### src/rtl/instr_fetch_if.sv
// Fetch-stage bus: instruction ROM port, decode-side outputs, branch and LUT-write inputs.
// Optional cycle/retire counters exist only when INSTR_FETCH_CYCLE_CNT_EN is defined.
interface instr_fetch_if #(
    parameter int PC_W      = 10,
    parameter int INSTR_W   = 9,
    parameter int LUT_DEPTH = 32
);
    localparam int IDX_W = $clog2(LUT_DEPTH);

    logic [PC_W-1:0]    imem_addr;
    logic [INSTR_W-1:0] imem_data;
    logic [INSTR_W-1:0] instr;
    logic               instr_valid;
    logic [PC_W-1:0]    pc;
    logic               stall;
    logic               br_take;
    logic               br_rel;
    logic [7:0]         br_off;
    logic [IDX_W-1:0]   br_idx;
    logic               lut_we;
    logic [IDX_W-1:0]   lut_addr;
    logic [PC_W-1:0]    lut_data;
    logic               done;
`ifdef INSTR_FETCH_CYCLE_CNT_EN
    logic [15:0]        cycle_cnt;
    logic [15:0]        retire_cnt;
`endif

    modport master (
        output imem_addr, instr, instr_valid, pc, done,
`ifdef INSTR_FETCH_CYCLE_CNT_EN
        output cycle_cnt, retire_cnt,
`endif
        input  imem_data, stall, br_take, br_rel, br_off, br_idx,
        input  lut_we, lut_addr, lut_data
    );

    modport slave (
        input  imem_addr, instr, instr_valid, pc, done,
`ifdef INSTR_FETCH_CYCLE_CNT_EN
        input  cycle_cnt, retire_cnt,
`endif
        output imem_data, stall, br_take, br_rel, br_off, br_idx,
        output lut_we, lut_addr, lut_data
    );
endinterface

### src/rtl/instr_fetch.sv
// X9 program counter / fetch stage: BOOT-RUN-HALTED FSM, relative and LUT branches, sticky done.
// Define INSTR_FETCH_CYCLE_CNT_EN to add saturating cycle_cnt / retire_cnt outputs.
module instr_fetch #(
    parameter int                 PC_W      = 10,
    parameter int                 INSTR_W   = 9,
    parameter logic [INSTR_W-1:0] HALT_OP   = 9'h1FF,
    parameter int                 LUT_DEPTH = 32
) (
    input  logic          clk,
    input  logic          reset,
    instr_fetch_if.master bus
);
    localparam int IDX_W = $clog2(LUT_DEPTH);

    typedef enum logic [1:0] {
        BOOT   = 2'd0,
        RUN    = 2'd1,
        HALTED = 2'd2
    } state_t;

    state_t          state_q, state_d;
    logic [PC_W-1:0] pc_q, pc_d;
    logic [PC_W-1:0] lut_q [LUT_DEPTH];
    logic [PC_W-1:0] off_ext;
    logic            is_halt;

    assign off_ext = {{(PC_W-8){bus.br_off[7]}}, bus.br_off};
    assign is_halt = (bus.imem_data == HALT_OP);

    // NOTE: every always_comb output gets a default first so no path can infer a latch.
    always_comb begin
        state_d = state_q;
        pc_d    = pc_q;
        unique case (state_q)
            BOOT:   state_d = RUN;
            RUN: begin
                if (!bus.stall) begin
                    if (is_halt) begin
                        state_d = HALTED;
                    end else if (bus.br_take && bus.br_rel) begin
                        pc_d = pc_q + off_ext;
                    end else if (bus.br_take) begin
                        pc_d = lut_q[bus.br_idx];
                    end else begin
                        pc_d = pc_q + PC_W'(1);
                    end
                end
            end
            HALTED: state_d = HALTED;
            default: state_d = BOOT;
        endcase
    end

    // NOTE: sequential state uses non-blocking assignments so all registers sample pre-edge values.
    always_ff @(posedge clk or negedge reset) begin
        if (!reset) begin
            state_q <= BOOT;
            pc_q    <= '0;
        end else begin
            state_q <= state_d;
            pc_q    <= pc_d;
        end
    end

    // NOTE: the LUT must read as zero right after reset, so it is built from resettable flops, not RAM.
    always_ff @(posedge clk or negedge reset) begin
        if (!reset) begin
            for (int i = 0; i < LUT_DEPTH; i++) lut_q[i] <= '0;
        end else if (bus.lut_we) begin
            lut_q[bus.lut_addr] <= bus.lut_data;
        end
    end

    assign bus.imem_addr   = pc_q;
    assign bus.pc          = pc_q;
    assign bus.instr       = bus.imem_data;
    assign bus.instr_valid = (state_q == RUN);
    assign bus.done        = (state_q == HALTED);

`ifdef INSTR_FETCH_CYCLE_CNT_EN
    logic [15:0] cycle_q, retire_q;
    logic        retire;

    // The HALT word itself ends the program and is not counted as retired.
    assign retire = (state_q == RUN) && !bus.stall && !is_halt;

    always_ff @(posedge clk or negedge reset) begin
        if (!reset) begin
            cycle_q  <= '0;
            retire_q <= '0;
        end else begin
            if (state_q != HALTED && cycle_q != 16'hFFFF) cycle_q <= cycle_q + 16'd1;
            if (retire && retire_q != 16'hFFFF)           retire_q <= retire_q + 16'd1;
        end
    end

    assign bus.cycle_cnt  = cycle_q;
    assign bus.retire_cnt = retire_q;
`endif

endmodule

### src/flat_wrapper.sv
// flat-port wrapper written by rule: the top's interface ports become plain ports
module instr_fetch_flat 
#(
    parameter int                 PC_W      = 10,
    parameter int                 INSTR_W   = 9,
    parameter logic [INSTR_W-1:0] HALT_OP   = 9'h1FF,
    parameter int                 LUT_DEPTH = 32
)
  (clk, reset, bus_imem_addr, bus_instr, bus_instr_valid, bus_pc, bus_done, bus_imem_data, bus_stall, bus_br_take, bus_br_rel, bus_br_off, bus_br_idx, bus_lut_we, bus_lut_addr, bus_lut_data);
  instr_fetch_if #(.PC_W(PC_W), .INSTR_W(INSTR_W), .LUT_DEPTH(LUT_DEPTH)) bus_i ();
  input  logic clk;
  input  logic reset;
  output wire logic [$bits(bus_i.imem_addr)-1:0] bus_imem_addr;
  output wire logic [$bits(bus_i.instr)-1:0] bus_instr;
  output wire logic [$bits(bus_i.instr_valid)-1:0] bus_instr_valid;
  output wire logic [$bits(bus_i.pc)-1:0] bus_pc;
  output wire logic [$bits(bus_i.done)-1:0] bus_done;
  input wire logic [$bits(bus_i.imem_data)-1:0] bus_imem_data;
  input wire logic [$bits(bus_i.stall)-1:0] bus_stall;
  input wire logic [$bits(bus_i.br_take)-1:0] bus_br_take;
  input wire logic [$bits(bus_i.br_rel)-1:0] bus_br_rel;
  input wire logic [$bits(bus_i.br_off)-1:0] bus_br_off;
  input wire logic [$bits(bus_i.br_idx)-1:0] bus_br_idx;
  input wire logic [$bits(bus_i.lut_we)-1:0] bus_lut_we;
  input wire logic [$bits(bus_i.lut_addr)-1:0] bus_lut_addr;
  input wire logic [$bits(bus_i.lut_data)-1:0] bus_lut_data;
  assign bus_imem_addr = bus_i.imem_addr;
  assign bus_instr = bus_i.instr;
  assign bus_instr_valid = bus_i.instr_valid;
  assign bus_pc = bus_i.pc;
  assign bus_done = bus_i.done;
  assign bus_i.imem_data = bus_imem_data;
  assign bus_i.stall = bus_stall;
  assign bus_i.br_take = bus_br_take;
  assign bus_i.br_rel = bus_br_rel;
  assign bus_i.br_off = bus_br_off;
  assign bus_i.br_idx = bus_br_idx;
  assign bus_i.lut_we = bus_lut_we;
  assign bus_i.lut_addr = bus_lut_addr;
  assign bus_i.lut_data = bus_lut_data;
  instr_fetch #(.PC_W(PC_W), .INSTR_W(INSTR_W), .HALT_OP(HALT_OP), .LUT_DEPTH(LUT_DEPTH)) u_core (.clk(clk), .reset(reset), .bus(bus_i));
endmodule
### config.mk
export PLATFORM = sky130hd
export DESIGN_NAME = instr_fetch_flat
export DESIGN_NICKNAME = d
export VERILOG_FILES = /design/src/rtl/instr_fetch_if.sv /design/src/rtl/instr_fetch.sv /design/src/flat_wrapper.sv
export SDC_FILE = /design/constraint.sdc
export NUM_CORES = 1
export LEC_CHECK = 0
export BUFFER_PORTS_ARGS = -buffer_cell sky130_fd_sc_hd__buf_4
export CORE_MARGIN = 2
export CORE_UTILIZATION = 55
export CTS_BUF_LIST = sky130_fd_sc_hd__clkbuf_4 sky130_fd_sc_hd__clkbuf_8 sky130_fd_sc_hd__clkbuf_16
export DETAILED_ROUTE_END_ITERATION = 10
export HOLD_SLACK_MARGIN = 0.06
export PLACE_DENSITY = 0.75
export SETUP_SLACK_MARGIN = 0.5
export SYNTH_ARGS = -nofsm -noshare
export SYNTH_HDL_FRONTEND = slang
export SYNTH_SLANG_ARGS = --single-unit
### constraint.sdc
create_clock -name clk -period 2.2 [get_ports clk]
set_input_delay 0.33 -clock clk [delete_from_list [all_inputs] [get_ports clk]]
set_output_delay 0.33 -clock clk [all_outputs]
set_load 0.02 [all_outputs]
==> key figures, run 1 <==
Finish
  • Non-Filler Instances: 1571
  • Number of diodes: 0
  • Layout Nets: about 1200
  • Layout area overhead: 17.8%
  • Share of layout cells above drive strength 1: 0.570

Worst setup path
  • CP max stage cell: a2111o_1
  • Reg2Reg Depth: 8
  • CP Max Fanout: 2
  • RR Endpoint: u_core.bus.imem_addr[8]$_DFFE_PN0P_
  • WP data required: around 2.6 ns
  • Critical path's top delay family: compound AO/OA/AOI/OAI gates
  • WP buf/inv: 0
  • CP startpoint: u_core.bus.imem_addr[0]$_DFFE_PN0P_
  • Worst path depth: 8
  • R2R Setup Slk: -0.19 ns
  • Beginning of the worst register-to-register path: u_core.bus.imem_addr[0]$_DFFE_PN0P_
  • Crit path capture: u_core.bus.imem_addr[8]$_DFFE_PN0P_
  • WS Path Type: flip-flop to flip-flop
  • CP max stage delay: 0.46 ns
  • CP Cell Sequence: ha_4 > fa_2 > a21o_1 > a211o_1 > a2111o_1 > a21oi_2 > nor3b_4 > a2bb2oi_2
  • CP Capture Type: flip-flop
  • Startpoint Class: flip-flop
  • Arrival time worst endpoint: roughly 2.8 ns

Timing
  • Slew margin rel.: 0.592
  • Final slew viol count: 0
  • Worst Tran Pin Value: 0.612 ns
  • Fin worst setup slack: -0.193 ns
  • Setup Skew: roughly 0.011 ns
  • Final hold violations: 0
  • Setup tns final: -0.193 ns
  • Min Tclk post-route: 2.39 ns
  • Final period util: 1.09
  • RSZ-0062 raised after global routing: yes
  • # setup viols final: 1
  • Peak Freq: between 400 and 500 MHz

GRT
  • GRT Overall Usage: 0.257
  • Largest net degree at the start of global routing: ~70
  • Vias in the first global route: about 10000
  • Number of antenna violations at the first check in global routing: 0
  • First-pass GRT wire length: approximately 60 mm
  • GRT overflow: 0

Floorplanning
  • Die ar.: 0.0303 mm2
  • Core Area: 0.0286 mm2
  • Die Width: 174 um
  • Die Y: 174 um
  • I/O pin cnt: 74
  • Starting density of the core: 0.556
  • Site row count: 62

Place
  • DP Worst Slack: -0.295 ns
  • HPWL Detailed: 25.0 mm
  • Placed cells: approximately 1500
  • IO Port Bufs: 73
  • Routability cong.: roughly 0.89

Route
  • Routed WL: 37.7 mm
  • Drt first pass iters: 4
  • DR DRC count: 0
  • DR iter-0 viols: 768
  • ANT nets after route: 0
  • DR vias/cell: 6.12
  • Routed vias: 9620
  • Drt wl/cell: 24.0 um

Pwr
  • Seq pwr share: 0.430
  • Logic gate share of total power: 0.247
  • Leak: 8.34 nW
  • Cell-internal power: around 14 mW
  • Sw Ratio: 0.271
  • Share of power burned in the clock network: 0.323
  • VDD IR-drop max: 0.605 mV
  • Net Switching: a little over 5 mW
  • Pwr dens: approximately 1000 mW/mm2

Outcome
  • Status: finished, violations left
  • Failing checks: setup timing

Synth
  • Top-area cell type share of the netlist area: 0.522
  • Main flop type after synthesis: dfrtp_1
  • Flops & latches, synth: 332
  • Syn_area_per_cell: 15.0 um2
  • EDFF count, synth: 0
  • Share of synthesized registers carrying an async set or reset: 1.00
  • Count of cell types in the netlist: 52
  • Net Count, Synth: 1115
  • Cell taking the most area after synthesis: dfrtp_1
  • Seq/Total Area, Yosys: 0.522
  • Top cells by area, synth: dfrtp_1 (52%), mux2_2 (23%), mux4_2 (13%), buf_4 (1.3%), clkbuf_1 (1.1%)
  • Ys Warns: 0
  • Synth Instances: 1058
  • Cell with the most instances after synthesis: dfrtp_1
  • Synthesized area: 0.0159 mm2
  • Commonest cells post-synth: dfrtp_1 (332), mux2_2 (321), mux4_2 (93)

Job
  • Max-Cap Viols: 0

Clock tree
  • Clk root buf: clkbuf_16
  • Num CTS Buffers: 35
  • Clock sinks: 332
  • Skew-Pair Late Insertion Delay: between 0.5 and 0.6 ns
  • CTS tree: yes
  • Max H-tree Level: 2
  • Clock slew at reported path FFs: 0.06 ns
  • Max Root-Sink Buffers: 3

Min path
  • Hold Crit Class: input port to flip-flop
[layout by cell type (no fill, tap or decap), types with 4 or more instances in the layout]
cell type,instances
nor2_1,24
ha_1,7
nor3b_1,4
a21oi_1,12
mux4_2,93
mux2i_1,11
a31oi_1,4
nand3b_1,8
dfrtp_1,325
nor2_4,7
clkbuf_16,36
nor3_1,8
buf_6,5
a21o_1,4
nand3_1,7
ha_4,5
buf_4,140
clkbuf_8,5
nand2_1,31
xnor2_1,6
bufinv_16,4
mux2_4,4
buf_12,12
nor2b_1,6
clkbuf_4,9
o21ai_0,10
dfrtp_2,7
mux2_2,317
[cell families after synthesis]
family / after synthesis / share of synthesized area
simple gates: 119 / 0.0374
mux: 428 / 0.368
fa+ha+maj: 14 / 0.0115
flops: 332 / 0.522
xor+xnor: 7 / 0.00385
buf+inv: 93 / 0.0299
compound gates: 65 / 0.0273
[how the worst min path moves through the flow]
stage	from	end	cells past startpoint
after global placement	reset	u_core.lut_q[306]$_DFFE_PN0P_	1
after floorplan	reset	u_core.bus.imem_addr[0]$_DFFE_PN0P_	0
after global routing	bus_br_rel	u_core.bus.imem_addr[6]$_DFFE_PN0P_	3
final	bus_br_rel	u_core.bus.imem_addr[6]$_DFFE_PN0P_	3
after CTS	bus_br_rel	u_core.bus.imem_addr[6]$_DFFE_PN0P_	3
after detailed placement	reset	u_core.lut_q[316]$_DFFE_PN0P_	1
[worst register-to-register path: cells and delay by family, from the launching register on]
kind	cells	cell delay, ns
and+or+nand+nor	1	0.07
DFF	1	0.43
AOI/OAI and AO/OA	5	1.25
adders and majority gates	2	0.51
[cell type report]
class	instances	area, um2
fill	1980	9880
sequential	332	8320
multi-input combinational	633	7360
timing repair buffer	159	1370
clock buffer	50	1040
tap	384	480
clock inverter	8	155
inverter	5	18.8
[power groups by stage]
stage	combinational, mW	sequential [mW]	clock, mW
finish	4.66	8.10	6.09
global placement	4.31	8.10	0
floorplan	3.08	8.05	0
detailed placement	4.42	8.17	0
CTS	4.58	8.08	6.20
global route	5.01	8.23	6.45
[sequential cells by signal (all words and copies together) (netlist names)]
name and flops:
u_core.lut_q 320, u_core.bus.imem_addr 10, u_core.state_q 2
[per-layer routing]
metal / global-route usage / share of wire
met1: 0.371 / 0.45
met5: 0 / 0
met3: 0.0413 / 0.049
met2: 0.410 / 0.48
met4: 0.0707 / 0.024
[per-stage QoR]
stage	util	hold WS, ns	total power [mW]	area, um2
2_1_floorplan	-	0.0344	11.1	16200
3_3_place_gp	0.607	0.353	12.4	17400
3_5_place_dp	0.607	0.359	12.6	17400
4_1_cts	0.652	0.144	18.9	18700
5_1_grt	0.655	0.202	19.7	18700
6_report	0.655	0.179	18.8	18700
[repair_timing]
action	CTS	global route
hold buffers	1	0
pin swaps	6	7
buffers inserted	2	3
gates resized for setup	17	10
setup endpoints to repair	11	13
hold endpoints to repair	62	0
Power figures use the tool's default switching activity.
==> run 2: changes to the inputs <==
- HOLD_SLACK_MARGIN: 0.06 -> unset
- RECOVER_POWER: unset -> 50
==> run 2 against run 1 <==
Compared with the run above: the run still ends with setup timing left; worst setup slack improved by 0.00076 ns; maximum frequency barely moved; first-iteration DRC count decreased by 11%; critical path depth unchanged; cell count did not move; combinational power about the same; design area fell by 0.81%; global-route usage stayed put; non-clock buffer count stayed put; flip-flop and latch count is the same.
==> key figures, run 2 (same netlist as run 1, synthesis figures left out) <==
Outcome
  • Status: finished, violations left
  • Failing checks: setup timing

Finish
  • Leading cell types in the layout, fill and taps excluded: dfrtp_1 (325), mux2_2 (317), buf_4 (111)
  • Non-Filler Instances: 1571 (unchanged)
  • Reg with most FFs: u_core.lut_q
  • Max FFs per register: 320 (unchanged)
  • Layout Nets: 1223 (unchanged)
  • Layout area overhead: 16.8%
  • Most common cell after layout, fill and taps aside: dfrtp_1
  • Core Util, Final: 0.649 (-0.00533)
  • Number of diodes: 0 (unchanged)
  • Share of layout cells above drive strength 1: 0.546 (-0.0244)
  • Filler instances: 2018 (+1.9%)

Place
  • Placed cells: 1507 (unchanged)
  • DP Worst Slack: -0.295 ns (unchanged)
  • Routability cong.: 0.893 (unchanged)
  • HPWL Detailed: 25.0 mm (unchanged)
  • IO Port Bufs: 73 (unchanged)

Clock tree
  • Clock sinks: 332 (unchanged)
  • Clock slew at reported path FFs: 0.06 ns (about the same)
  • CTS tree: yes
  • Num CTS Buffers: 35 (unchanged)
  • Max Root-Sink Buffers: 3 (unchanged)
  • Max H-tree Level: 2 (unchanged)
  • Clk root buf: clkbuf_16
  • Skew-Pair Late Insertion Delay: 0.52 ns (about the same)

Worst setup path
  • Startpoint Class: flip-flop
  • R2R Setup Slk: -0.19 ns (about the same)
  • WP data required: 2.57 ns (about the same)
  • CP Capture Type: flip-flop
  • Arrival time worst endpoint: 2.77 ns (about the same)
  • CP Max Fanout: 2 (unchanged)
  • WS Path Type: flip-flop to flip-flop

GRT
  • Vias in the first global route: 10100 (unchanged)
  • GRT overflow: 0 (unchanged)
  • First-pass GRT wire length: 59.7 mm (unchanged)
  • Number of antenna violations at the first check in global routing: 0 (unchanged)
  • GRT Overall Usage: 0.257 (unchanged)
  • Largest net degree at the start of global routing: 72 (unchanged)

Timing
  • Worst Tran Pin Value: 1.05 ns (+0.435 ns)
  • Final hold violations: 0 (unchanged)
  • Slew margin rel.: 0.302 (-0.290)
  • Final slew viol count: 0 (unchanged)
  • Final period util: 1.09 (about the same)
  • RSZ-0062 raised after global routing: yes
  • Setup tns final: -0.192 ns (+0.000759 ns)
  • Peak Freq: 418 MHz (about the same)
  • Setup Skew: 0.0133 ns (+0.00261 ns)
  • Fin worst setup slack: -0.192 ns (+0.000759 ns)
  • Min Tclk post-route: 2.39 ns (-0.000759 ns)
  • # setup viols final: 1 (unchanged)

Pwr
  • VDD IR-drop max: 0.603 mV (-0.44%)
  • Pwr dens: 1010 mW/mm2 (+0.63%)
  • Leak: 8.23 nW (-1.4%)
  • Tot Pwr: 18.8 mW (-0.19%)

Floorplanning
  • Starting density of the core: 0.556 (unchanged)
  • I/O pin cnt: 74 (unchanged)
  • Site row count: 62 (unchanged)
  • Die ar.: 0.0303 mm2 (unchanged)
  • Die Y: 174 um (unchanged)
  • Core Area: 0.0286 mm2 (unchanged)
  • Die Width: 174 um (unchanged)

Route
  • DR iter-0 viols: 682 (-11%)
  • DR DRC count: 0 (unchanged)
  • Drt first pass iters: 4 (unchanged)
  • Routed WL: 37.6 mm (-0.31%)
  • DR vias/cell: 6.14 (+0.24%)
  • ANT nets after route: 0 (unchanged)
  • Drt wl/cell: 23.9 um (-0.31%)
  • Routed vias: 9643 (+0.24%)

Job
  • Max-Cap Viols: 0 (unchanged)

Min path
  • Hold Crit Class: input port to flip-flop
[run 2: final timing paths]
check,from,endpoint,cells after the start
worst max-delay path,u_core.bus.imem_addr[0]$_DFFE_PN0P_,u_core.bus.imem_addr[8]$_DFFE_PN0P_,8
worst min-delay path,bus_br_rel,u_core.bus.imem_addr[6]$_DFFE_PN0P_,3
worst max register to register,u_core.bus.imem_addr[0]$_DFFE_PN0P_,u_core.bus.imem_addr[8]$_DFFE_PN0P_,8
worst min register to register,u_core.lut_q[75]$_DFFE_PN0P_,u_core.lut_q[75]$_DFFE_PN0P_,1
max in group asynchronous,reset,u_core.lut_q[33]$_DFFE_PN0P_,3
min in group asynchronous,reset,u_core.lut_q[316]$_DFFE_PN0P_,2
[run 2: area by class of cell]
type	instances	area [um2]	area share
clock inverters	8	155	0.00835
repair buffers	159	1220	0.0656
multi-input cells	633	7360	0.396
flip-flops and latches	332	8320	0.447
well taps	384	480	0.0258
inverters	5	18.8	0.00101
clock buffers	50	1040	0.0558
[run 2: repair_timing]
item                                    4_1_cts  5_1_grt
pin swaps                                     6        7
gates resized for setup                      17       10
buffers inserted                              2        3
endpoints found under the hold margin        62        0
hold buffers                                  1        0
endpoints found under the setup margin       11       13
[run 2: stage by stage]
stage	hold slack, ns	instance area (um2)
floorplan	0.0344	16200
global placement	0.353	17400
detailed placement	0.359	17400
CTS	0.144	18700
global route	0.202	18600
finish	0.181	18600
[run 2: layer usage]
layer,vias to the layer above,share of wire,global-route usage
met5,-,0,0
li1,4168,-,-
met4,0,0.024,0.0707
met3,65,0.053,0.0413
met1,5135,0.45,0.371
met2,275,0.48,0.410
[run 2: power by group]
group          switching [mW]  leakage (nW)  internal, mW
combinational            2.04          3.40          2.59
clock                    2.34         0.597          3.75
sequential              0.721          4.23          7.37
total                    5.10          8.23          13.7
[run 2: critical path: stages, from the launching register on]
cell and delay [ns]:
dfrtp_2 0.43, ha_4 0.17, fa_2 0.34, a21o_1 0.18
a211o_1 0.28, a2111o_1 0.46, a21oi_2 0.20, nor3b_4 0.07
a2bb2oi_2 0.13
